## src/rtl/fft_frame_sequencer.sv

```systemverilog
// ---------------------------------------------------------------------------
// fft_frame_sequencer
//
// Feeds audio samples into the FFT core one frame (N = 2**LOG_N samples) at a
// time. The sample source is chosen once per frame: FIR output in playback
// mode, raw AC97 audio in record mode. Because the mode is only sampled in
// IDLE, no FFT frame can ever contain a mix of both sources.
//
// Frame flow: IDLE -> START -> FILL -> WAIT_DONE -> IDLE
//
// Optional feature macro: FFT_WATCHDOG_EN
//   When defined, a 16-bit watchdog counts the cycles spent in WAIT_DONE.
//   If TIMEOUT_CYCLES pass without fft_done, it pulses timeout and returns
//   to IDLE. When undefined, timeout is tied low and WAIT_DONE waits forever.
//
// Ports:
//   clock        in   system clock (only clock)
//   reset        in   asynchronous active-high reset
//   ready        in   one-cycle sample strobe from the AC97 interface
//   from_fir     in   12-bit signed FIR output sample
//   from_ac97    in   12-bit signed raw AC97 sample
//   mode_req     in   requested mode (RECORD / PLAYBACK, others ignored)
//   fft_rfd      in   FFT core ready-for-data
//   fft_done     in   one-cycle pulse, FFT core finished the frame
//   fft_start    out  one-cycle frame start pulse
//   fft_we       out  one-cycle sample-valid
//   to_fft       out  sample presented to the FFT core
//   sample_index out  index of the sample on to_fft
//   active_mode  out  mode latched for the current frame
//   overrun      out  one-cycle pulse when a sample is dropped
//   drop_count   out  saturating dropped-sample counter
//   timeout      out  one-cycle watchdog expiry pulse
// ---------------------------------------------------------------------------
module fft_frame_sequencer #(
   parameter int         LOG_N          = 10,
   parameter logic [1:0] PLAYBACK       = 2'd1,
   parameter logic [1:0] RECORD         = 2'd0,
   parameter int         TIMEOUT_CYCLES = 65535
) (
   input  logic             clock,
   input  logic             reset,
   input  logic             ready,
   input  logic [11:0]      from_fir,
   input  logic [11:0]      from_ac97,
   input  logic [1:0]       mode_req,
   input  logic             fft_rfd,
   input  logic             fft_done,
   output logic             fft_start,
   output logic             fft_we,
   output logic [11:0]      to_fft,
   output logic [LOG_N-1:0] sample_index,
   output logic [1:0]       active_mode,
   output logic             overrun,
   output logic [7:0]       drop_count,
   output logic             timeout
);

   localparam logic [1:0] IDLE      = 2'd0;
   localparam logic [1:0] START     = 2'd1;
   localparam logic [1:0] FILL      = 2'd2;
   localparam logic [1:0] WAIT_DONE = 2'd3;

   localparam logic [LOG_N-1:0] LAST_INDEX = {LOG_N{1'b1}};

   logic [1:0]       state;
   logic [LOG_N-1:0] wr_cnt;
   logic             sample_write;
   logic             sample_drop;
   logic             wd_expire;

   // A strobe is only accepted while filling with the core ready. The
   // !fft_we term guarantees write-enable can never be high two cycles in a
   // row even if ready were held high. Anything else is a dropped sample.
   assign sample_write = ready && (state == FILL) && fft_rfd && !fft_we;
   assign sample_drop  = ready && !sample_write;

`ifdef FFT_WATCHDOG_EN
   logic [15:0] wd_cnt;

   // The watchdog fires on the TIMEOUT_CYCLES-th cycle spent in WAIT_DONE.
   assign wd_expire = (state == WAIT_DONE) && (wd_cnt == 16'(TIMEOUT_CYCLES - 1));

   // Watchdog counter: held at zero outside WAIT_DONE so that it starts
   // from zero on every entry. A coincident fft_done suppresses the timeout
   // pulse since the frame actually completed.
   always_ff @(posedge clock or posedge reset) begin
      if (reset) begin
         wd_cnt  <= 16'd0;
         timeout <= 1'b0;
      end else begin
         timeout <= wd_expire && !fft_done;
         if (state != WAIT_DONE) begin
            wd_cnt <= 16'd0;
         end else begin
            wd_cnt <= wd_cnt + 16'd1;
         end
      end
   end
`else
   logic [15:0] wd_limit_unused;

   assign wd_limit_unused = 16'(TIMEOUT_CYCLES);
   assign wd_expire       = 1'b0;
   assign timeout         = 1'b0;
`endif

   // Main frame sequencer. Pulses (fft_start, fft_we, overrun) default low
   // every cycle so each is exactly one cycle wide. to_fft and sample_index
   // are only written on an accepted sample, so they hold between writes.
   // The write counter naturally wraps to zero after the last index.
   always_ff @(posedge clock or posedge reset) begin
      if (reset) begin
         state        <= IDLE;
         wr_cnt       <= '0;
         fft_start    <= 1'b0;
         fft_we       <= 1'b0;
         to_fft       <= 12'd0;
         sample_index <= '0;
         active_mode  <= RECORD;
         overrun      <= 1'b0;
         drop_count   <= 8'd0;
      end else begin
         fft_start <= 1'b0;
         fft_we    <= 1'b0;
         overrun   <= sample_drop;
         if (sample_drop && (drop_count != 8'hFF)) begin
            drop_count <= drop_count + 8'd1;
         end
         case (state)
            IDLE: begin
               if ((mode_req == RECORD) || (mode_req == PLAYBACK)) begin
                  active_mode <= mode_req;
               end
               wr_cnt    <= '0;
               fft_start <= 1'b1;
               state     <= START;
            end
            START: begin
               if (fft_rfd) begin
                  state <= FILL;
               end
            end
            FILL: begin
               if (sample_write) begin
                  to_fft       <= (active_mode == PLAYBACK) ? from_fir : from_ac97;
                  sample_index <= wr_cnt;
                  fft_we       <= 1'b1;
                  wr_cnt       <= wr_cnt + 1'b1;
                  if (wr_cnt == LAST_INDEX) begin
                     state <= WAIT_DONE;
                  end
               end
            end
            WAIT_DONE: begin
               if (fft_done || wd_expire) begin
                  state <= IDLE;
               end
            end
            default: begin
               state <= IDLE;
            end
         endcase
      end
   end

endmodule

```

## config.mk

```make
export PLATFORM = sky130hd
export DESIGN_NAME = fft_frame_sequencer
export DESIGN_NICKNAME = d
export VERILOG_FILES = /design/src/rtl/fft_frame_sequencer.sv
export SDC_FILE = /design/constraint.sdc
export NUM_CORES = 1
export LEC_CHECK = 0
export ABC_AREA = 1
export CORE_ASPECT_RATIO = 0.6
export CORE_MARGIN = 1
export CORE_UTILIZATION = 50
export DETAILED_ROUTE_END_ITERATION = 10
export GPL_TIMING_DRIVEN = 0
export PLACE_DENSITY_LB_ADDON = 0.08
export SETUP_SLACK_MARGIN = 0.2
export SLEW_MARGIN = 20
export SYNTH_ARGS = -nofsm -noshare
export SYNTH_HDL_FRONTEND = slang
export SYNTH_SLANG_ARGS = --single-unit
```

## constraint.sdc

```tcl
create_clock -name clock -period 4.34 [get_ports clock]
set_input_delay 0.434 -clock clock [delete_from_list [all_inputs] [get_ports clock]]
set_output_delay 0.434 -clock clock [all_outputs]
set_load 0.01 [all_outputs]
```

## After elaboration in Yosys (flattened, before gate mapping)

Index checks and enable logic that the tools add are counted.

| cells by class | value |
|---|---|
| reduce and logical (&&, ||, !) cells | 15 |
| multiplexer cells | 11 |
| shifts and indexed selects | 0 |
| equality and inequality tests | 11 |
| bitwise logic cells | 0 |
| $add $sub $neg | 2 |
| divide/modulo/power cells | 0 |
| $lt $le $gt $ge | 0 |
| multiply operators | 0 |

Operator list:

| kind | count |
|---|---|
| 10-bit one-hot mux with 2 select lines | 1 |
| 12-bit two-way mux | 1 |
| 10-bit by 1-bit adder with 10-bit output, second input constant | 1 |
| 10-bit equality test, second input constant | 1 |
| 10-bit two-way mux | 1 |
| 8-bit by 1-bit adder with 8-bit output, second input constant | 1 |
| 2-bit two-way mux | 4 |
| 8-bit inequality test, second input constant | 1 |
| 2-bit one-hot mux with 4 select lines | 1 |
| 2-bit by 1-bit equality test with 1-bit output, second input constant | 3 |
| 2-bit inequality test, second input constant | 3 |
| 2-bit AND reduction | 3 |
| 1-bit logical AND | 5 |
| 2-bit equality test, second input constant | 2 |
| 2-bit logical NOT | 2 |
| 4-bit AND reduction | 1 |
| 1-bit two-way mux | 3 |
| 1-bit logical NOT | 2 |
| 2-bit by 1-bit inequality test with 1-bit output, second input constant | 1 |
| 2-bit nonzero test | 1 |
| 1-bit logical OR | 1 |

| storage, ports and cells | value |
|---|---|
| flip-flop bits (word level) | 47 |
| ROM bits | 0 |
| memories | 0 |
| bits in latches | 0 |
| input port bits | 31 |
| bits in writable memories | 0 |
| output and inout port bits | 36 |

## Longest topological paths before layout

Gate-level depths: netlist of the first run.

| logic depth | value |
|---|---|
| word-level depth | 7 |
| depth in mapped cells | 11 |
| mapped depth without buffers | 10 |

## Worst setup path after synthesis of the first run

No wires, ideal clock.

| timing path | value |
|---|---|
| kind | reg2reg |
| start point | register state[0] |
| end point | register drop_count[2] |
| buffers on the path | 0 |
| stages on the path, launching flop included | 11 |
| clock period less this slack | 1.457 ns |
| library setup time | 0.123 ns |
| arrival time | 1.334 ns |
| path slack | 2.883 ns |
| path through | dfrtp_1 inv_1 ha_1 nand2_1 inv_2 nand2_4 nand2_2 nor2_4 inv_4 nand2_1 o21ai_1 |

| between the ends | value |
|---|---|
| cells in the longest elaborated chain, start to end | 7 |

RTL lines:

| item | RTL line | text |
|---|---|---|
| from (decl) | 65 | `logic [1:0] state;` |
| from (signal assigned) | 113 | `state <= IDLE;` |
| from (signal assigned) | 136 | `state <= START;` |
| from (signal assigned) | 140 | `state <= FILL;` |
| 2-bit equality test | 74 | `assign sample_write = ready && (state == FILL) && fft_rfd && !fft_we;` |
| 1-bit logical AND (3 in series) | 74 |  |
| 1-bit logical NOT | 75 | `assign sample_drop = ready && !sample_write;` |
| 1-bit logical AND | 75 |  |
| 1-bit logical AND | 126 | `if (sample_drop && (drop_count != 8'hFF)) begin` |
| to (signal assigned) | 127 | `drop_count <= drop_count + 8'd1;` |
| to (decl) | 54 | `output logic [7:0] drop_count,` |

No other way between the ends.
A chain may end at the register's enable or synchronous reset.

## Final worst setup path of the first run

| timing path | value |
|---|---|
| start point | register drop_count[2] |
| end point | output drop_count[2] |

No word-level cell between the ends.

==> results.ini, run 1 <==
[logic_synthesis]
ys_warn_count = 0
syn_inst = 273
synthFlopType = dfrtp_1
synth_top_area_frac = 0.5156
yosys.area_share.simple = 0.2419
synth_area_sq_mm = 0.002281
synth_compound_area_frac = 0.09764
synth-seq-area-share = 0.5156
yosysMostFrequentCell = nand2_1
synth_area_per_cell_sq_um = 8.355
synth-seq-cells = 47
yosys.area.top_type = dfrtp_1
synth_cell_type_count = 30
muxShareOfSynthArea = 0.004937
postSynth.asyncResetShare = 1.000
syn_nets = 310
synth-edff-count = 0
synth_xor_xnor_area_share = 0.03456
synth_area_leaders = dfrtp_1 52%, nand2_1 13%, a21oi_1 5.7%, nor2_1 4.6%, inv_1 4.1%
synth-adder-area-share = 0.03291
synth_top_family_by_area = simple AND/OR/NAND/NOR gates
synth_common_cells = 77 x nand2_1, 47 x dfrtp_1, 28 x nor2_1

[die]
dieArea_sq_mm = 0.004845
die_height_um = 54.32
start_util = 0.5387
num_rows = 18
die_w_um = 89.20
io_pins = 67
core_sq_mm = 0.004234

[setup_path]
r2r-start = state[0]
startpoint = drop_count[2]
critPathKind = register to output pin
critPathLaunchType = register
critPathSlowestCell = clkdlybuf4s50_1
critical_path_arrival_ps = 1370
crit_path_max_incr_delay_ps = 600
crit_buf_inv = 1
crit_path_end_kind = output pin
critPathTopFamily = buffers and inverters
path_max_fanout = 6
crit_required_ps = 3910
crit_chain = clkdlybuf4s50_1

[grt]
antenna_found_initial = 0
grt_max_degree = 32
track_usage = 0.2415
overflow = 0
grt_pass1_vias = 1869
grt_pass1_wl_mm = 8.576

[sta]
fin_crit_ps = 1803
setup_tns_ps = 0
finalSetupViolCount = 0
skew_ps = 4.666
fin_crit_sh = 0.4154
clock.fmax_mhz = 554.7
final-hold-violation-count = 0
rsz0062_at_grt = no
final_max_slew_viol_count = 0
setup_slack_ps = 2537

[place]
place_ws_ps = 2489
port_buffers = 65
post-dp-hpwl_mm = 3.903
placed_cells = 399
gp_congestion = 0.8390

[pwr]
p_clk_frac = 0.171
p_per_area_mw_per_mm2 = 541.4
p_sw_w = 0.0006278
power_frac_seq = 0.388
p_sw_frac = 0.3709
p_int_w = 0.001065
power.leakage_nw = 1.420
vdd_ir_drop_max_mv = 0.3557
power_frac_comb = 0.441

[worst_hold_path]
min_path_type = input port to asynchronous set/reset pin

[status]
status = completed

[layout]
drive_above_1_share = 0.07781
final_util = 0.7385
final_nets = 383
fillerInstances = 352
areaGrowthSynthToFinish_pct = 37.08
diodes = 0
fin_cells = 407

[cts]
postCtsSetupRepairBufs = 0
cts_buffers = 5
clkSlewWorstSetupHoldPaths_ps = 90
h-tree-depth = 2
post_cts_resized = 0
cts_root_buffer = clkbuf_8
cts_sinks = 47
holdBufCountCts = 0
cts_buffer_depth = 2
clk_latency_ps = 300
cts_tree = yes

[flow_run]
drv_cap = 0

[route]
drt_iter0_drc = 72
first_pass_iters = 4
drt-total-wl_mm = 5.201
routedWlPerCell_um = 12.78
num_vias = 2000
antenna_left = 0
via_per_inst = 4.914
route.detailed.drc = 0

## power groups by stage
stage | logic (W) | clock network [W] | registers (W)
finish | 0.000746 | 0.000290 | 0.000656
detailed placement | 0.000742 | 0 | 0.000665
floorplan | 0.000356 | 0 | 0.000703
CTS | 0.000748 | 0.000291 | 0.000657
global placement | 0.000722 | 0 | 0.000660
global route | 0.000833 | 0.000312 | 0.000677
## sequential cells by signal, indices dropped and copies added (netlist names)
register / cells
sample_index: 10
active_mode: 2
wr_cnt: 10
fft_start: 1
drop_count: 8
state: 2
to_fft: 12
overrun: 1
fft_we: 1
## cells by family (layout without fill, tap and decap cells)
family                   count (synthesis)  after routing
XOR/XNOR                                 9              9
adder cells (fa/ha/maj)                  6              6
other                                    1              1
multiplexers                             1              1
flip-flops                              47             47
buffers and inverters                   37            111
AO/OA/AOI/OAI                           44             44
AND/OR/NAND/NOR                        128            128
## layer usage
metal | track usage | up-vias | part of all wire
met1 | 0.3285 | 921 | 0.49
met2 | 0.3791 | 69 | 0.43
met4 | 0.06349 | 0 | 0.0073
met5 | 0 | - | 0
met3 | 0.07541 | 5 | 0.074
li1 | - | 1005 | -
## per-stage QoR
stage                     hold WS (ps)  instance area [sq um]  power (W)
after global placement           467.6                   3007   0.001383
after detailed placement         472.9                   3027   0.001407
final                            421.5                   3127   0.001693
after global routing             455.1                   3127   0.001823
after floorplan                  488.8                   2281   0.001059
after CTS                        431.4                   3127   0.001695
## cell usage in the layout, fill, tap and decap left out, drive strengths merged, types with 2 or more instances in the layout
master / count
nand2: 80
clkdlybuf4s50: 65
dfrtp: 47
nor2: 31
inv: 27
a21oi: 26
o21ai: 17
clkbuf: 11
nand3: 8
buf: 7
nand4: 6
ha: 6
xnor2: 5
xor2: 4
nor3: 2
## path summary, 6_finish.rpt
path                       slack, ps         endpoint  depth (start not counted)
setup / recovery                2540    drop_count[2]                          1
hold / removal                   420    drop_count[6]                          2
setup reg to reg                2650  sample_index[2]                          7
hold reg to reg                  490  sample_index[7]                          2
max in group asynchronous       3430         state[0]                          3
min in group clock               490  sample_index[7]                          2
## layout make-up
type | instances | area [sq um] | share of cell area
Sequential cell | 47 | 1176 | 0.3762
Multi-Input combinational cell | 189 | 943.4 | 0.3017
Timing Repair Buffer | 66 | 670.6 | 0.2145
Inverter | 28 | 108.9 | 0.03481
Clock buffer | 8 | 100.1 | 0.03201
Tap cell | 60 | 75.07 | 0.02401
Buffer | 9 | 52.55 | 0.01681
Power figures use the tool's default switching activity.
==> run 2: changes to the inputs <==
CORE_UTILIZATION = 47   (was 50)
clock period = 1.7 ns   (was 4.34 ns; I/O delays follow)
==> run 2 against run 1 <==
Sequential power grew to 2.6 times the previous value. Clock skew increased by 4.0 ps. Cell area grew 5.4%. Total power rose to 2.8 times the previous value. Utilization shrank 2.4 points. Sequential cell count did not move. Setup slack worse by 2300 ps. Clock power grew to 3.0 times the previous value. Global-route usage down 1.5 points.
==> results.ini, run 2 (same netlist as run 1, synthesis figures left out) <==
[cts]
clkSlewWorstSetupHoldPaths_ps = 90  ; about the same
clk_latency_ps = 300  ; about the same
cts_sinks = 47  ; unchanged
h-tree-depth = 2  ; unchanged
cts_buffer_depth = 2  ; unchanged
cts_buffers = 5  ; unchanged
cts_root_buffer = clkbuf_8
cts_tree = yes

[pwr]
p_int_w = 0.002966  ; +180%
power.leakage_nw = 1.500  ; +5.6%
vdd_ir_drop_max_mv = 1.015  ; +190%
p_sw_frac = 0.3632  ; -0.007684
p_sw_w = 0.001692  ; +170%
power_w = 0.004658  ; +180%
power_frac_comb = 0.456  ; +0.015
p_per_area_mw_per_mm2 = 1413  ; +160%
power_frac_seq = 0.360  ; -0.028
p_clk_frac = 0.184  ; +0.013

[route]
num_vias = 2030  ; +1.5%
routedWlPerCell_um = 13.26  ; +3.8%
route.detailed.drc = 0  ; unchanged
drt-total-wl_mm = 5.569  ; +7.1%
drt_iter0_drc = 121  ; +68%
antenna_left = 0  ; unchanged
first_pass_iters = 4  ; unchanged
via_per_inst = 4.833  ; -1.6%

[worst_hold_path]
min_path_type = input port to asynchronous set/reset pin

[grt]
grt_pass1_vias = 1895  ; +1.4%
track_usage = 0.2262  ; -0.01538
grt_pass1_wl_mm = 8.976  ; +4.7%
antenna_found_initial = 0  ; unchanged
overflow = 0  ; unchanged
grt_max_degree = 34  ; +6.3%

[setup_path]
crit_buf_inv = 1  ; unchanged
critPathSlowestCell = clkdlybuf4s50_1
crit_path_end_kind = output pin
crit_path_max_incr_delay_ps = 570  ; -30 ps
path_max_fanout = 6  ; unchanged
critical_path_arrival_ps = 1300  ; -70 ps
critPathKind = register to output pin
critPathTopFamily = buffers and inverters
critPathLaunchType = register
crit_required_ps = 1530  ; -2380 ps
crit_chain = clkdlybuf4s50_1

[layout]
multi_input_area_sq_um = 997.2  ; +5.7%
final_common_cell = nand2_1
post-route-cell-area_sq_mm = 0.003296  ; +5.4%
areaGrowthSynthToFinish_pct = 44.49
regMostFlops = to_fft
fillerInstances = 342  ; -2.8%
drive_above_1_share = 0.1345  ; +0.05664
seqCellArea_sq_mm = 0.001180  ; +0.32%
final_util = 0.7146  ; -0.02388
diodes = 0  ; unchanged
largest_register_ffs = 12  ; unchanged
layout_common_cells = 76 x nand2_1, 64 x clkdlybuf4s50_1, 44 x dfrtp_1
final_nets = 393  ; +2.6%
reg_top3 = to_fft (12), sample_index (10), wr_cnt (10)

[sta]
final-hold-violation-count = 0  ; unchanged
clock.fmax_mhz = 678.4
fin_crit_ps = 1474
final_max_slew_viol_count = 0  ; unchanged
fin_crit_sh = 0.8671
finalSetupViolCount = 0  ; unchanged
rsz0062_at_grt = yes
skew_ps = 8.695  ; +4.029 ps

[die]
num_rows = 19  ; +1
dieArea_sq_mm = 0.005145  ; +6.2%
die_height_um = 55.96  ; +3.0%
start_util = 0.4946  ; -0.04414
core_sq_mm = 0.004612  ; +8.9%
io_pins = 67  ; unchanged
die_w_um = 91.94  ; +3.1%

[place]
gp_congestion = 0.8055  ; -4.0%
post_dp_cell_area_sq_mm = 0.003030  ; +0.12%
port_buffers = 65  ; unchanged
post-dp-hpwl_mm = 3.955  ; +1.3%

[flow_run]
drv_cap = 0  ; unchanged

[status]
status = completed

run 2: cell types whose count changed in the layout (fill, tap and decap cells not counted), moves of 2 or more:
cell and delta:
buf_4 +10, clkbuf_1 -3, dfrtp_1 -3, dfrtp_2 +3
clkbuf_2 +2, ha_1 -2, ha_4 +2
run 2: stage by stage:
stage	cells	worst slack, ps	TNS (ps)	hold slack, ps
2_1_floorplan	273	243.2	0	305.1
3_3_place_gp	401	-550.8	-25700	464.8
3_5_place_dp	402	9.854	0	472.5
4_1_cts	412	188.4	0	154.8
5_1_grt	420	165.4	0	172.9
6_report	420	226.0	0	143.5
run 2: worst paths after layout:
kind                                    to       startpoint  slack [ps]  cells past startpoint
hold / removal               drop_count[6]            reset         140                      2
setup reg to reg             drop_count[7]         state[1]         250                      9
min in group clock               to_fft[8]      from_fir[8]         410                      3
setup / recovery             drop_count[2]    drop_count[2]         230                      1
max in group asynchronous        wr_cnt[0]            reset        1060                      3
hold reg to reg            sample_index[7]  sample_index[7]         490                      2
run 2: metal layers:
layer,up-vias,track usage,part of all wire
met4,0,0.05357,0.0068
met1,927,0.3141,0.46
met2,67,0.3412,0.44
li1,1031,-,-
met3,5,0.08060,0.088
met5,-,0,0
run 2: final cells by class:
cell class	instances	area share
buffer	9	0.01936
clock inverter	2	0.01063
sequential	47	0.3580
multi-input combinational	189	0.3026
clock buffer	6	0.02506
inverter	28	0.03417
tap	63	0.02392
timing repair buffer	76	0.2263
run 2: what timing repair did:
action                                  CTS  global route
cloned                                    0             1
pin swaps                                 1             1
endpoints found under the setup margin   44            45
hold buffers                              0             0
setup buffers                             2             7
resized for setup                         9            13
run 2: power groups by stage:
stage                     Combinational (W)  Clock, W  Sequential, W
after floorplan                    0.000909         0        0.00179
after global placement              0.00186         0        0.00168
after detailed placement            0.00189         0        0.00170
after CTS                           0.00197  0.000868        0.00167
after global routing                0.00233  0.000912        0.00171
final                               0.00213  0.000857        0.00168
